**src/rtl/sci_readout.sv**
```systemverilog
// sci_readout: snapshots eleven BCD count digits plus the decade counter's exponent,
// scans downward one digit per clock for the leading nonzero digit, and presents a
// truncated d.dd mantissa and decimal exponent as BCD and on four 7-segment displays.
module sci_readout #(
  parameter bit SEG_ACTIVE_LOW = 1'b1
) (
  input  logic       clk,
  input  logic       rst,
  input  logic       capture,
  input  logic [3:0] ET0,
  input  logic [3:0] ET1,
  input  logic [3:0] ET2,
  input  logic [3:0] ET3,
  input  logic [3:0] ET4,
  input  logic [3:0] ET5,
  input  logic [3:0] ET6,
  input  logic [3:0] ET7,
  input  logic [3:0] ET8,
  input  logic [3:0] ET9,
  input  logic [3:0] ET10,
  input  logic [3:0] cur_exp,
  output logic [3:0] man2,
  output logic [3:0] man1,
  output logic [3:0] man0,
  output logic [3:0] exp_out,
  output logic       valid,
  output logic       busy,
  output logic [6:0] HEX3,
  output logic [6:0] HEX2,
  output logic [6:0] HEX1,
  output logic [6:0] HEX0
);

  typedef enum logic {IDLE, SCAN} state_t;

  state_t     state, state_next;
  logic [3:0] live [0:10];
  logic [3:0] snap [0:10];
  logic [3:0] idx;
  logic [3:0] start_idx;
  logic [3:0] dig_hi, dig_mid, dig_lo;
  logic       accept, hit;

  assign live[0]  = ET0;
  assign live[1]  = ET1;
  assign live[2]  = ET2;
  assign live[3]  = ET3;
  assign live[4]  = ET4;
  assign live[5]  = ET5;
  assign live[6]  = ET6;
  assign live[7]  = ET7;
  assign live[8]  = ET8;
  assign live[9]  = ET9;
  assign live[10] = ET10;

  // Glyph lookup, bit6..0 = g..a; 10 renders 'A', 11..15 render blank.
  function automatic logic [6:0] seg7(input logic [3:0] v);
    logic [6:0] s;
    case (v)
      4'd0:    s = 7'h3F;
      4'd1:    s = 7'h06;
      4'd2:    s = 7'h5B;
      4'd3:    s = 7'h4F;
      4'd4:    s = 7'h66;
      4'd5:    s = 7'h6D;
      4'd6:    s = 7'h7D;
      4'd7:    s = 7'h07;
      4'd8:    s = 7'h7F;
      4'd9:    s = 7'h6F;
      4'd10:   s = 7'h77;
      default: s = 7'h00;
    endcase
    return SEG_ACTIVE_LOW ? ~s : s;
  endfunction

  // Scan start: one decade above the completed count, clamped to the top digit.
  always_comb begin
    start_idx = (cur_exp >= 4'd10) ? 4'd10 : cur_exp + 4'd1;
  end

  // Next-state logic and the three candidate mantissa digits at the scan position.
  always_comb begin
    state_next = state;
    accept     = 1'b0;
    hit        = 1'b0;
    dig_hi     = snap[idx];
    dig_mid    = (idx >= 4'd1) ? snap[idx - 4'd1] : 4'd0;
    dig_lo     = (idx >= 4'd2) ? snap[idx - 4'd2] : 4'd0;
    case (state)
      IDLE: begin
        if (capture) begin
          accept     = 1'b1;
          state_next = SCAN;
        end
      end
      SCAN: begin
        if (dig_hi != 4'd0 || idx == 4'd0) begin
          hit        = 1'b1;
          state_next = IDLE;
        end
      end
      default: state_next = IDLE;
    endcase
  end

  // State register.
  always_ff @(posedge clk or posedge rst) begin
    if (rst) state <= IDLE;
    else     state <= state_next;
  end

  // Snapshot on acceptance, then walk the scan index down until a hit.
  always_ff @(posedge clk or posedge rst) begin
    if (rst) begin
      for (int i = 0; i <= 10; i++) snap[i] <= 4'd0;
      idx <= 4'd0;
    end else if (accept) begin
      for (int i = 0; i <= 10; i++) snap[i] <= live[i];
      idx <= start_idx;
    end else if (state == SCAN && !hit) begin
      idx <= idx - 4'd1;
    end
  end

  // Result registers: mantissa, exponent and displays update together on a hit.
  always_ff @(posedge clk or posedge rst) begin
    if (rst) begin
      man2    <= 4'd0;
      man1    <= 4'd0;
      man0    <= 4'd0;
      exp_out <= 4'd0;
      valid   <= 1'b0;
      busy    <= 1'b0;
      HEX3    <= seg7(4'd0);
      HEX2    <= seg7(4'd0);
      HEX1    <= seg7(4'd0);
      HEX0    <= seg7(4'd0);
    end else begin
      valid <= hit;
      if (accept) busy <= 1'b1;
      if (hit) begin
        busy    <= 1'b0;
        man2    <= dig_hi;
        man1    <= dig_mid;
        man0    <= dig_lo;
        exp_out <= idx;
        HEX3    <= seg7(dig_hi);
        HEX2    <= seg7(dig_mid);
        HEX1    <= seg7(dig_lo);
        HEX0    <= seg7(idx);
      end
    end
  end

endmodule
```
**config.mk**
```make
export PLATFORM = sky130hd
export DESIGN_NAME = sci_readout
export DESIGN_NICKNAME = d
export VERILOG_FILES = /design/src/rtl/sci_readout.sv
export SDC_FILE = /design/constraint.sdc
export NUM_CORES = 1
export LEC_CHECK = 0
export BUFFER_PORTS_ARGS = -buffer_cell sky130_fd_sc_hd__buf_2
export CORE_ASPECT_RATIO = 0.9
export CORE_MARGIN = 1
export CORE_UTILIZATION = 30
export DETAILED_ROUTE_END_ITERATION = 7
export SLEW_MARGIN = 40
export SYNTH_ARGS = -nofsm -noshare
export SYNTH_HDL_FRONTEND = slang
export SYNTH_SLANG_ARGS = --single-unit
```
**constraint.sdc**
```tcl
create_clock -name clk -period 6.9 [get_ports clk]
set_input_delay 0.345 -clock clk [delete_from_list [all_inputs] [get_ports clk]]
set_output_delay 0.345 -clock clk [all_outputs]
set_load 0.02 [all_outputs]
```
==> results.yml <==
placed_design:
  portBuffers: 96
  place_area_mm2: 0.00639
  place_hpwl_um: 10700
  place.gp.congestion: 0.818
critical_path:
  crit_type: "flip-flop to flip-flop"
  path_buf_inv: 4
  max_stage_delay_ps: 560
  critPathMaxFanout: 47
  cp_top_family: "buffers and inverters"
  reg2reg_to: "HEX1[0]"
  required_ps: 7130
  path_cells: "buf_4, mux4_2, or2_2, a32oi_2, ha_1, inv_1, o41ai_4, buf_4, inv_1, mux2_2"
  rr_worst_depth: 10
  start_kind: "flip-flop"
  critPathCaptureType: "flip-flop"
  crit_arrival_ps: 4210
  critPathSlowestCell: "mux4_2"
  worstReg2RegStart: "idx[0]"
  rrSetupSlack_ps: 2930
die:
  die_h_um: 133
  start_util_pct: 30.9
  die_area_mm2: 0.0197
  coreArea_mm2: 0.0185
  pin_count: 97
  rows: 47
  fp.dieW_um: 148
cts:
  cts_buffers: 9
  clkLatencyLatePin_ps: 350
  root_buffer: "clkbuf_16"
  postCtsSetupRepairBufs: 0
  h-tree-depth: 3
  cts_buffer_depth: 2
  clk_pin_slew_ps: 70
  cts.hold.buffers_added: 0
  cts_tree: "yes"
  cts.sinks: 95
  cts.repair.resized: 0
routing:
  ant_nets: 0
  dr.first_iter.drc_count: 276
  drt_wl_total_um: 14100
  vias_per_cell: 5.06
  drc: 0
  dr.pass1.iters: 5
  vias: 4318
  routedWlPerCell_um: 16.5
final_layout:
  syn_to_final_growth_pct: 16.6
  multiInputGateArea_mm2: 0.00310
  stdcell_area_mm2: 0.00668
  fin_nets: 677
  drive_gt1_share_pct: 35.0
  n_fill_cell: 1853
  diodes: 0
  regArea_mm2: 0.00238
synthesis:
  synthTopCellsByCount: "91 x dfrtp_1, 56 x nand2_1, 50 x mux2_2"
  ys_seq_elements: 95
  ys_async_sr_fraction_pct: 100
  syn_avg_cell_area_um2: 11.0
  synth_top_area_cell: "dfrtp_1"
  yosys.cell_count.top_type: "dfrtp_1"
  synth_edf_count: 0
  syn_area_mm2: 0.00573
  yosys-top-cells-area: "dfrtp_1 40%, mux2_2 9.8%, mux4_2 7.5%, ha_1 5.0%, mux2i_1 4.9%"
  synth_top_cell_area_share_pct: 39.7
  synth_cells: 523
  yosysWarnings: 0
  ys.flop_type: "dfrtp_1"
  ys_seq_area_share_pct: 41.6
  syn-num-nets: 597
  yosysUniqueCellTypes: 61
timing:
  fin_tns_setup_ps: 0
  slew_headroom_pct: 45.7
  final-max-slew-violation-count: 0
  setup_viol: 0
  worstMarginPinSlew_ps: 815
  rsz0062_at_grt: "no"
  fin_crit_sh_pct: 57.6
  fin_crit_ps: 3970
  fin_worst_skew_ps: 9.26
  final_hold_viol_count: 0
  fmax_ghz: 0.252
global_route:
  grt_pass1_wl_um: 22900
  grt_max_degree: 52
  antenna_found_initial: 0
  overflow: 0
  track_usage_pct: 15.1
  grt_pass1_vias: 4036
run:
  drv_cap: 0
outcome:
  run_status: "completed"
hold_path:
  hold_class: "input pin to async pin"
## sequential cells by signal (all words and copies together), names as in the netlist
name	cells
HEX0	7
HEX1	7
HEX2	7
HEX3	7
busy	1
exp_out	4
idx	4
man0	4
man1	4
man2	4
snap	44
state	1
valid	1
## cells by family after synthesis
group	after synthesis	synth area share, %
AOI/OAI and AO/OA	125	14.7
xor gates and xnor gates	4	0.743
adders and majority gates	23	5.02
buffers and inverters	51	4.87
DFF	95	41.6
muxes	98	22.6
and+or+nand+nor	127	10.4
## layout make-up
cell class                      instances  area share [%]
Inverter                               17           0.992
Sequential cell                        95            35.7
Multi-Input combinational cell        377            46.4
Tap cell                              245            4.59
Timing Repair Buffer                  103            7.98
Clock buffer                           12            3.99
Clock inverter                          4           0.431
## how the worst max path moves through the flow
stage	startpoint	end	slack (ps)	cells past startpoint
after floorplan	idx[1]	HEX1[0]	3470	15
after global placement	idx[0]	HEX1[0]	2920	10
after detailed placement	idx[0]	HEX1[0]	2920	10
after CTS	idx[0]	HEX1[0]	2900	10
after global routing	idx[0]	HEX1[0]	2640	10
final	idx[0]	HEX1[0]	2930	10
## worst reg2reg max path, cell delays in order, from the launching register on
cell and delay [ps]:
dfrtp_2 360, buf_4 470, mux4_2 590, or2_2 310
a32oi_2 450, ha_1 260, inv_1 110, o41ai_4 380
buf_4 450, inv_1 190, mux2_2 300
## cell usage in the layout, fill, tap and decap left out, types with 18 or more instances in the layout
master,n
ha_1,23
o21ai_0,41
mux2i_1,28
nand2_1,56
mux4_2,19
nor2_1,18
dfrtp_1,90
a21oi_1,21
buf_2,96
mux2_2,50
## layer usage
layer	part of all wire [%]	up-vias	track usage, %
met3	5.8	9	3.66
met2	43	128	21.8
met1	50	2092	22.7
li1	-	2089	-
met4	0.73	0	3.09
met5	0	-	0
## metrics by stage
| stage | util [%] | worst slack, ps | hold slack (ps) | cells |
|---|---|---|---|---|
| after floorplan | - | 3470 | 497 | 523 |
| after global placement | 34.4 | 2920 | 449 | 837 |
| after detailed placement | 34.5 | 2920 | 444 | 837 |
| after CTS | 36.1 | 2900 | 70.3 | 853 |
| after global routing | 36.1 | 2640 | 101 | 853 |
| final | 36.1 | 2930 | 49.4 | 853 |
Power is not shown: default switching activity piles up to over one toggle a cycle in this logic, so the estimate is an artifact.
